$ cat config.mk
export PLATFORM = sky130hd
export DESIGN_NAME = alu_decode_stage
export DESIGN_NICKNAME = d
export VERILOG_FILES = /design/src/rtl/alu_decode_stage.sv
export SDC_FILE = /design/constraint.sdc
export NUM_CORES = 1
export LEC_CHECK = 0
export ABC_AREA = 0
export BUFFER_PORTS_ARGS = -buffer_cell sky130_fd_sc_hd__buf_4
export CORE_MARGIN = 4
export CORE_UTILIZATION = 35
export CTS_CLUSTER_DIAMETER = 50
export DETAILED_ROUTE_END_ITERATION = 8
export PLACE_DENSITY_LB_ADDON = 0.3
export SLEW_MARGIN = 10
export SYNTH_ARGS = -nofsm -noshare
export SYNTH_HDL_FRONTEND = slang
export SYNTH_SLANG_ARGS = --single-unit
$ cat constraint.sdc
create_clock -name clk -period 1.85 [get_ports clk]
set_input_delay 0.185 -clock clk [delete_from_list [all_inputs] [get_ports clk]]
set_output_delay 0.185 -clock clk [all_outputs]
set_load 0.005 [all_outputs]
$ cat src/rtl/alu_decode_stage.sv
// RV32I decode stage: registers the ALU op, operand selects, immediate
// and control flags for execute, and counts illegal instructions.
module alu_decode_stage #(
    parameter int ILL_CNT_W = 8
) (
    input  logic                 clk,
    input  logic                 rst,
    input  logic                 flush,
    input  logic                 in_valid,
    output logic                 in_ready,
    input  logic [31:0]          in_instr,
    input  logic [31:0]          in_pc,
    output logic                 out_valid,
    input  logic                 out_ready,
    output logic [3:0]           alu_op,
    output logic [1:0]           src1_sel,
    output logic                 src2_sel,
    output logic [31:0]          imm,
    output logic [4:0]           rs1_addr,
    output logic [4:0]           rs2_addr,
    output logic [4:0]           rd_addr,
    output logic                 rd_we,
    output logic                 is_branch,
    output logic                 is_jump,
    output logic                 is_load,
    output logic                 is_store,
    output logic                 illegal,
    output logic [31:0]          out_pc,
    output logic [ILL_CNT_W-1:0] ill_count
);

    localparam logic [3:0] ALU_ADD  = 4'd0;
    localparam logic [3:0] ALU_SUB  = 4'd1;
    localparam logic [3:0] ALU_XOR  = 4'd2;
    localparam logic [3:0] ALU_OR   = 4'd3;
    localparam logic [3:0] ALU_AND  = 4'd4;
    localparam logic [3:0] ALU_SLL  = 4'd5;
    localparam logic [3:0] ALU_SRL  = 4'd6;
    localparam logic [3:0] ALU_SRA  = 4'd7;
    localparam logic [3:0] ALU_SLT  = 4'd8;
    localparam logic [3:0] ALU_SLTU = 4'd9;
    localparam logic [3:0] ALU_EQL  = 4'd10;
    localparam logic [3:0] ALU_NEQ  = 4'd11;
    localparam logic [3:0] ALU_GTE  = 4'd12;
    localparam logic [3:0] ALU_GTEU = 4'd13;
    localparam logic [3:0] ALU_NOP  = 4'd14;
    localparam logic [3:0] ALU_ERR  = 4'd15;

    localparam logic [6:0] OPC_LUI    = 7'b0110111;
    localparam logic [6:0] OPC_AUIPC  = 7'b0010111;
    localparam logic [6:0] OPC_JAL    = 7'b1101111;
    localparam logic [6:0] OPC_JALR   = 7'b1100111;
    localparam logic [6:0] OPC_BRANCH = 7'b1100011;
    localparam logic [6:0] OPC_LOAD   = 7'b0000011;
    localparam logic [6:0] OPC_STORE  = 7'b0100011;
    localparam logic [6:0] OPC_OPIMM  = 7'b0010011;
    localparam logic [6:0] OPC_OP     = 7'b0110011;

    typedef struct packed {
        logic [3:0]  op;
        logic [1:0]  s1;
        logic        s2;
        logic [31:0] imm;
        logic [4:0]  rs1;
        logic [4:0]  rs2;
        logic [4:0]  rd;
        logic        we;
        logic        br;
        logic        jp;
        logic        ld;
        logic        st;
        logic        ill;
        logic [31:0] pc;
    } dec_t;

    function automatic logic [3:0] f3_op(input logic [2:0] f3);
        logic [3:0] r;
        case (f3)
            3'b000:  r = ALU_ADD;
            3'b001:  r = ALU_SLL;
            3'b010:  r = ALU_SLT;
            3'b011:  r = ALU_SLTU;
            3'b100:  r = ALU_XOR;
            3'b101:  r = ALU_SRL;
            3'b110:  r = ALU_OR;
            default: r = ALU_AND;
        endcase
        return r;
    endfunction

    logic [6:0]  opc;
    logic [2:0]  f3;
    logic [6:0]  f7;
    logic [31:0] imm_i, imm_s, imm_b, imm_u, imm_j;
    logic        ok;
    logic        accept;
    dec_t        d;
    dec_t        q;
    logic        vld;
    logic [ILL_CNT_W-1:0] cnt;

    assign opc = in_instr[6:0];
    assign f3  = in_instr[14:12];
    assign f7  = in_instr[31:25];

    assign imm_i = {{20{in_instr[31]}}, in_instr[31:20]};
    assign imm_s = {{20{in_instr[31]}}, in_instr[31:25], in_instr[11:7]};
    assign imm_b = {{19{in_instr[31]}}, in_instr[31], in_instr[7],
                    in_instr[30:25], in_instr[11:8], 1'b0};
    assign imm_u = {in_instr[31:12], 12'b0};
    assign imm_j = {{11{in_instr[31]}}, in_instr[31], in_instr[19:12],
                    in_instr[20], in_instr[30:21], 1'b0};

    always_comb begin
        d     = '0;
        ok    = 1'b0;
        d.op  = ALU_ADD;
        d.rs1 = in_instr[19:15];
        d.rs2 = in_instr[24:20];
        d.rd  = in_instr[11:7];
        d.pc  = in_pc;
        case (opc)
            OPC_LUI: begin
                ok = 1'b1; d.s1 = 2'd2; d.s2 = 1'b1;
                d.imm = imm_u; d.we = 1'b1;
            end
            OPC_AUIPC: begin
                ok = 1'b1; d.s1 = 2'd1; d.s2 = 1'b1;
                d.imm = imm_u; d.we = 1'b1;
            end
            OPC_JAL: begin
                ok = 1'b1; d.s1 = 2'd1; d.s2 = 1'b1;
                d.imm = imm_j; d.we = 1'b1; d.jp = 1'b1;
            end
            OPC_JALR: begin
                ok = (f3 == 3'b000); d.s2 = 1'b1;
                d.imm = imm_i; d.we = 1'b1; d.jp = 1'b1;
            end
            OPC_BRANCH: begin
                ok = 1'b1; d.imm = imm_b; d.br = 1'b1;
                case (f3)
                    3'b000:  d.op = ALU_EQL;
                    3'b001:  d.op = ALU_NEQ;
                    3'b100:  d.op = ALU_SLT;
                    3'b101:  d.op = ALU_GTE;
                    3'b110:  d.op = ALU_SLTU;
                    3'b111:  d.op = ALU_GTEU;
                    default: ok = 1'b0;
                endcase
            end
            OPC_LOAD: begin
                ok = (f3 != 3'b011) && (f3 != 3'b110) && (f3 != 3'b111);
                d.s2 = 1'b1; d.imm = imm_i; d.we = 1'b1; d.ld = 1'b1;
            end
            OPC_STORE: begin
                ok = !f3[2] && (f3 != 3'b011);
                d.s2 = 1'b1; d.imm = imm_s; d.st = 1'b1;
            end
            OPC_OPIMM: begin
                ok = 1'b1; d.s2 = 1'b1; d.imm = imm_i; d.we = 1'b1;
                d.op = f3_op(f3);
                // shifts carry a zero-extended shamt and a constrained funct7
                if (f3 == 3'b001) begin
                    d.imm = {27'b0, in_instr[24:20]};
                    ok = (f7 == 7'b0000000);
                end else if (f3 == 3'b101) begin
                    d.imm = {27'b0, in_instr[24:20]};
                    ok = (f7 == 7'b0000000) || (f7 == 7'b0100000);
                    if (f7[5]) d.op = ALU_SRA;
                end
            end
            OPC_OP: begin
                d.we = 1'b1;
                if (f7 == 7'b0000000) begin
                    ok = 1'b1; d.op = f3_op(f3);
                end else if (f7 == 7'b0100000) begin
                    if (f3 == 3'b000) begin
                        ok = 1'b1; d.op = ALU_SUB;
                    end else if (f3 == 3'b101) begin
                        ok = 1'b1; d.op = ALU_SRA;
                    end
                end
            end
            default: ok = 1'b0;
        endcase
        if (!ok) begin
            d.op  = ALU_ERR;
            d.ill = 1'b1;
            d.we  = 1'b0;
            d.br  = 1'b0;
            d.jp  = 1'b0;
            d.ld  = 1'b0;
            d.st  = 1'b0;
        end else if (d.rd == 5'd0) begin
            d.we = 1'b0;
        end
    end

    assign in_ready = !vld || out_ready;
    assign accept   = in_valid && in_ready;

    always_ff @(posedge clk) begin
        if (rst) begin
            vld  <= 1'b0;
            q    <= '0;
            q.op <= ALU_NOP;
            cnt  <= '0;
        end else if (flush) begin
            vld  <= 1'b0;
            q.op <= ALU_NOP;
        end else if (accept) begin
            vld <= 1'b1;
            q   <= d;
            if (d.ill && (cnt != '1)) cnt <= cnt + 1'b1;
        end else if (out_ready) begin
            vld  <= 1'b0;
            q.op <= ALU_NOP;
        end
    end

    assign out_valid = vld;
    assign alu_op    = q.op;
    assign src1_sel  = q.s1;
    assign src2_sel  = q.s2;
    assign imm       = q.imm;
    assign rs1_addr  = q.rs1;
    assign rs2_addr  = q.rs2;
    assign rd_addr   = q.rd;
    assign rd_we     = q.we;
    assign is_branch = q.br;
    assign is_jump   = q.jp;
    assign is_load   = q.ld;
    assign is_store  = q.st;
    assign illegal   = q.ill;
    assign out_pc    = q.pc;
    assign ill_count = cnt;

endmodule

==> flow_summary.yaml, run 1 <==
clock_tree:
  clock-sinks: 101
  cts_tree: "done"
  cts_hold_buf: 0
  clk_pin_slew_ns: 0.07
  cts_root_buf: "clkbuf_16"
  postCtsSetupBuffers: 0
  htreeDepth: 3
  insertion_delay_ns: 0.34
  clockBufferDepth: 2
  cts_buffers: 9
sta:
  tightest_slew_ns: 0.722
  max_freq_ghz: 0.564
  post-route-min-period_ns: 1.77
  whs_ns: 0.0850
  hold_viol: 0
  drv_slew: 0
  fin_crit_sh_pct: 95.9
  finClkSkew_ns: 0.00620
  slew_headroom_pct: 51.8
  worst_slack_ns: 0.0766
  finalSetupViolations: 0
  rsz0062_at_grt: "no"
floorplan:
  die-area_um2: 14200
  die_h_um: 119
  floorplan.initialDensity_pct: 35.9
  ios: 171
  rows: 40
  core_area_um2: 12000
  die_w_um: 119
final_layout:
  final_cell_mix: "buf_4, nand2_1, dfxtp_1"
  antennaDiodeCount: 0
  final_net_count: 816
  syn_to_final_growth_pct: 50.2
  final_common_cell: "buf_4"
  fin_cells: 898
  drive_gt1_share_pct: 36.1
place:
  place_inst: 882
  pre_cts_slack_ns: -0.264
  gp_congestion: 0.928
  io_buffers: 170
  dp_hpwl_um: 10800
critical_path:
  crit_path_max_incr_delay_ns: 0.48
  end_kind: "register"
  critPathArrivalTime_ns: 2.05
  slowest_stage: "or4_1"
  crit_fanout: 9
  worstSetupStartpointType: "register"
  worstPathRequired_ns: 2.13
  crit_chain: "and3_1 -> and2_1 -> a41oi_2 -> o21ai_4 -> or4_1 -> a21oi_1"
  critPathKind: "reg2reg"
grt:
  grt_antenna_before_repair: 0
  grt_usage_pct: 19.8
  grt_start_max_net_pins: 61
  globalRouteOverflowTotal: 0
  grt_pass1_vias: 4569
  grt_pass1_wl_um: 23000
synthesis:
  synth_ff_type: "dfxtp_1"
  synth_cell_type_count: 60
  ys_seq_area_share_pct: 46.9
  synth_async_sr_flop_share_pct: 0
  synth_cells: 539
  syn-num-nets: 609
  syn-cell-area_um2: 4310
  synth_compound_area_share_pct: 22.3
  synth_simple_gate_area_share_pct: 24.0
  synth_edf_count: 0
  synth_top_family_by_area: "simple AND/OR/NAND/NOR gates"
  synth-xor-area-share_pct: 0.203
  ys_warn_count: 0
  ys_ff_latch: 101
  synthAdderAreaFrac_pct: 0.290
  avgSynthCellArea_um2: 7.99
  synthMuxAreaShare_pct: 1.63
power_and_ir_drop:
  power_density_nw_per_um2: 755
  peakVddDrop_mv: 0.514
  leakage_nw: 2.74
flow_run:
  cap_violations: 0
routing:
  vias: 4629
  drt_iter0_markers: 192
  wl_per_cell_um: 15.8
  wl_met2_um: 6790
  routed-wl-met3_um: 1120
  drc: 0
  finalWirelength_um: 14200
  drt-met1-wl_um: 6070
  dr.pass1.iters: 4
  detail-route-antenna-nets: 0
  routed.top_layer: "met4"
  vias_per_cell: 5.15
worst_hold_path:
  min_path_type: "in2reg"
status:
  status: "finished, final reports clean"
what timing repair did:
item / in CTS / in global routing
gates resized for setup: 1 / 9
endpoints found under the setup margin: 18 / 11
cloned: 0 / 0
routing by layer:
layer	track usage [%]	vias up
met5	0	-
met4	6.52	0
met3	6.65	13
met2	32.1	149
met1	24.8	2161
li1	-	2306
synthesized netlist by cell type (2+ instances only):
| cell | number | area share, % |
|---|---|---|
| nand2_1 | 137 | 12 |
| dfxtp_1 | 101 | 47 |
| a21oi_1 | 81 | 9.4 |
| o21ai_0 | 34 | 3.9 |
| clkbuf_1 | 28 | 2.4 |
| nor2_1 | 27 | 2.4 |
| nor3_1 | 12 | 1.4 |
| a22o_1 | 6 | 1.2 |
| inv_1 | 6 | 0.52 |
| nand3_1 | 6 | 0.70 |
| nor2b_1 | 6 | 0.87 |
| buf_2 | 5 | 0.58 |
| nand2b_1 | 5 | 0.73 |
| o31ai_1 | 5 | 0.87 |
| or4_1 | 5 | 0.87 |
| a22oi_1 | 4 | 0.70 |
| a32oi_1 | 4 | 0.81 |
| nand3b_1 | 4 | 0.70 |
| a221oi_1 | 3 | 0.61 |
| buf_6 | 3 | 0.78 |
| o211ai_1 | 3 | 0.52 |
| or2_2 | 3 | 0.44 |
| a31oi_1 | 2 | 0.29 |
| a32o_1 | 2 | 0.46 |
| a41oi_1 | 2 | 0.41 |
| and3_1 | 2 | 0.29 |
| buf_1 | 2 | 0.17 |
| mux2_1 | 2 | 0.52 |
| nand4_1 | 2 | 0.29 |
| nand4b_1 | 2 | 0.41 |
| nor4_1 | 2 | 0.29 |
| nor4b_1 | 2 | 0.41 |
| o22ai_1 | 2 | 0.29 |
| o41ai_1 | 2 | 0.41 |
| or2_1 | 2 | 0.29 |
power breakdown:
part           switching, mW  internal (mW)
registers             0.0316           2.23
logic                  0.308          0.308
clock network          0.821           1.19
stage by stage:
stage	power [mW]	setup TNS, ns	utilization [%]	cell area, µm²
after floorplan	2.55	-0.0102	-	4320
after global placement	2.91	-3.63	51.0	6130
after detailed placement	2.92	-5.51	51.0	6130
after CTS	4.94	0	53.7	6450
after global routing	5.10	0	53.9	6470
final	4.89	0	53.9	6470
flip-flops by register name (all words and copies together) (netlist names), 2 cells and up:
name	cells
rs2_addr	5
out_pc	32
rd_addr	5
rs1_addr	5
imm	32
src1_sel	2
alu_op	4
ill_count	8
final cells by class:
| class | instances | area [µm²] |
|---|---|---|
| clock buffer | 11 | 233 |
| clock inverter | 5 | 82.6 |
| fill | 1148 | 5540 |
| inverter | 6 | 22.5 |
| multi-input combinational | 393 | 2140 |
| sequential | 101 | 2020 |
| tap | 147 | 184 |
| timing repair buffer | 235 | 1790 |
cells by family after synthesis:
| logic type | Yosys count |
|---|---|
| adders and majority gates | 1 |
| buffers and inverters | 45 |
| and+or+nand+nor | 226 |
| DFF | 101 |
| xor gates and xnor gates | 1 |
| AOI/OAI and AO/OA | 160 |
| muxes | 5 |
critical path, delay by kind of cell, from the launching register on:
family | cells | cell delay [ns]
AND/OR/NAND/NOR | 3 | 0.86
AO/OA/AOI/OAI | 3 | 0.54
flip-flops | 1 | 0.31
worst paths after layout:
kind,start,end,depth (start not counted),slack [ns]
worst min-delay path,rst,is_branch$_SDFFE_PP0P_,2,0.09
worst max-delay path,ill_count[4]$_SDFFE_PP0P_,ill_count[7]$_SDFFE_PP0P_,6,0.08
worst max register to register,ill_count[4]$_SDFFE_PP0P_,ill_count[7]$_SDFFE_PP0P_,6,0.08
worst min register to register,imm[1]$_SDFFE_PP0P_,imm[1]$_SDFFE_PP0P_,2,0.45
No activity file was read; power rests on OpenSTA's default activity.
==> run 2: changes to the inputs <==
--- a/config.mk
+++ b/config.mk
@@ -5,7 +5,7 @@
 export SDC_FILE = /design/constraint.sdc
 export NUM_CORES = 1
 export LEC_CHECK = 0
-export ABC_AREA = 0
+export ABC_AREA = 1
 export BUFFER_PORTS_ARGS = -buffer_cell sky130_fd_sc_hd__buf_4
 export CORE_MARGIN = 4
 export CORE_UTILIZATION = 35
==> run 2 against run 1 <==
Via count up 3.1%. Fmax up 13%. Setup slack better by 0.20 ns. Critical path type unchanged. Critical endpoint is now ill_count[6]$_SDFFE_PP0P_. Highest routed layer unchanged.
==> flow_summary.yaml, run 2 <==
critical_path:
  rrSetupSlack_ns: 0.27
  critPathArrivalTime_ns: 1.85
  crit_fanout: 22
  crit_path_frequent_cell: "nand2_1"
  critPathKind: "reg2reg"
  worstSetupStartpointType: "register"
  end_kind: "register"
  r2r_cells: 6
  worstPathRequired_ns: 2.13
  slowest_stage: "nor2_4"
  crit_path_max_incr_delay_ns: 0.35
  reg2reg_to: "ill_count[6]$_SDFFE_PP0P_"
  crit_chain: "nand2_1 -> nand2_1 -> nor2_4 -> buf_4 -> nand4_1 -> a21oi_1"
  r2r_start: "out_valid$_SDFFE_PP0P_"
floorplan:
  rows: 41
  ios: 171
  die_h_um: 122
  core_area_um2: 12700
  die_w_um: 122
  floorplan.initialDensity_pct: 35.8
  die-area_um2: 14800
routing:
  wl_per_cell_um: 13.9
  drc: 0
  dr.pass1.iters: 4
  vias: 4773
  detail-route-antenna-nets: 0
  finalWirelength_um: 14000
  vias_per_cell: 4.74
  drt_iter0_markers: 282
synthesis:
  ys_seq_area_share_pct: 44.6
  syn-num-nets: 734
  syn-cell-area_um2: 4540
  synth_top_area_share_pct: 44.6
  synth_ff_type: "dfxtp_1"
  ys_ff_latch: 101
  synth_async_sr_flop_share_pct: 0
  synth_cell_type_count: 29
  avgSynthCellArea_um2: 6.83
  synth_edf_count: 0
  synthTopCellsByArea: "dfxtp_1, nand2_1, nor2_1, o21ai_0, a21oi_1"
  synth_common_cells: "nand2_1, nor2_1, dfxtp_1, o21ai_0, a21oi_1"
  ys_warn_count: 0
  synth_top_cell_by_area: "dfxtp_1"
  post-synth-top-count-cell: "nand2_1"
  synth_cells: 664
final_layout:
  syn_to_final_growth_pct: 40.1
  final_common_cell: "buf_4"
  drive_gt1_share_pct: 26.9
  fin_cells: 1006
  multiInputGateArea_um2: 2150
  nFillCells: 1284
  final_net_count: 900
  antennaDiodeCount: 0
  final_cell_mix: "buf_4, nand2_1, nor2_1"
  seq_area_um2: 2020
sta:
  slew_headroom_pct: 45.9
  tightest_slew_ns: 0.811
  finalSetupViolations: 0
  finClkSkew_ns: 0.00418
  max_freq_ghz: 0.635
  rsz0062_at_grt: "no"
  setup-tns-final_ns: 0
  fin_crit_sh_pct: 85.2
  post-route-min-period_ns: 1.58
  drv_slew: 0
  hold_viol: 0
clock_tree:
  insertion_delay_ns: 0.35
  cts_hold_buf: 0
  htreeDepth: 3
  clockBufferDepth: 2
  clock-sinks: 101
  cts_tree: "done"
  cts_buffers: 9
  clk_pin_slew_ns: 0.07
  cts_resized: 0
  postCtsSetupBuffers: 0
  cts_root_buf: "clkbuf_16"
grt:
  grt_usage_pct: 18.6
  grt_antenna_before_repair: 0
  grt_pass1_wl_um: 22100
  globalRouteOverflowTotal: 0
  grt_start_max_net_pins: 60
  grt_pass1_vias: 4308
worst_hold_path:
  hp-start: "in_pc[27]"
  min_path_type: "in2reg"
  hold_depth: 3
  worst_hold_path.endpoint: "out_pc[27]$_SDFFE_PP0P_"
power_and_ir_drop:
  p_sw_mw: 1.17
  p_int_mw: 3.63
  leakage_nw: 3.07
  pwr-share-comb_pct: 12.8
  power_density_nw_per_um2: 756
  power_frac_seq_pct: 47.9
  peakVddDrop_mv: 0.399
  switching_share_pct: 24.4
  clkPwrFrac_pct: 39.3
flow_run:
  cap_violations: 0
place:
  gp_congestion: 0.925
  dp_hpwl_um: 10500
  io_buffers: 170
  place_inst: 991
status:
  status: "finished, final reports clean"
run 2: cell types whose count changed in the layout (fill, tap and decap cells not counted), moves of 12 or more:
cell / delta
nand3_1: +12
a21oi_1: -20
inv_1: +39
o21ai_0: +37
nand4_1: +14
nor2_1: +84
buf_4: -46
nand2_1: +36
run 2: layer usage:
| metal | vias up | track usage [%] | wire length (µm) |
|---|---|---|---|
| li1 | 2452 | - | - |
| met1 | 2129 | 25.9 | 6420 |
| met2 | 171 | 28.1 | 6260 |
| met3 | 21 | 3.95 | 1020 |
| met4 | 0 | 7.28 | 318 |
| met5 | - | 0 | 0 |
run 2: final cells by class:
class                      instances  share of cell area [%]
clock buffer                      11                    3.82
clock inverter                     4                   0.768
inverter                          51                    3.01
tap                              172                    3.39
timing repair buffer             191                    23.3
sequential                       101                    31.8
multi-input combinational        476                    33.9
run 2: worst max path at each step:
stage	from	depth (start not counted)	slack, ns	endpoint
floorplan	ill_count[0]$_SDFFE_PP0P_	7	0.27	ill_count[0]$_SDFFE_PP0P_
global placement	in_instr[1]	9	0.05	imm[28]$_SDFFE_PP0P_
detailed placement	in_instr[1]	9	0.02	imm[29]$_SDFFE_PP0P_
CTS	out_valid$_SDFFE_PP0P_	6	0.25	ill_count[6]$_SDFFE_PP0P_
global route	ill_count[1]$_SDFFE_PP0P_	7	0.12	ill_count[6]$_SDFFE_PP0P_
finish	out_valid$_SDFFE_PP0P_	6	0.27	ill_count[6]$_SDFFE_PP0P_
run 2: power by group through the flow:
stage | registers [mW] | logic [mW] | clock network [mW]
2_1_floorplan | 2.36 | 0.250 | 0
3_3_place_gp | 2.35 | 0.616 | 0
3_5_place_dp | 2.35 | 0.619 | 0
4_1_cts | 2.30 | 0.620 | 1.94
5_1_grt | 2.31 | 0.682 | 2.00
6_report | 2.30 | 0.615 | 1.89
run 2: per-stage QoR:
stage                     setup slack [ns]  util [%]  total power [mW]  instance area, µm²  hold slack, ns
final                                0.275      50.2              4.80                6360          0.0543
after global placement              0.0535      47.9              2.97                6060           0.404
after global routing                 0.115      50.2              5.00                6360          0.0580
after floorplan                      0.272         -              2.61                4540           0.318
after CTS                            0.252      50.2              4.86                6360          0.0419
after detailed placement            0.0245      47.9              2.97                6060           0.412
run 2: critical path: cells and delay by family (launching register included):
| kind | cells | cell delay [ns] |
|---|---|---|
| AO/OA/AOI/OAI | 1 | 0.15 |
| buffers and inverters | 1 | 0.32 |
| flip-flops | 1 | 0.31 |
| AND/OR/NAND/NOR | 4 | 0.73 |
run 2: kinds of logic after synthesis:
group	Yosys count	share of synthesized area [%]
buf+inv	87	8.08
fa+ha+maj	1	0.276
xor+xnor	6	1.16
compound gates	137	15.6
flops	101	44.6
simple gates	332	30.3
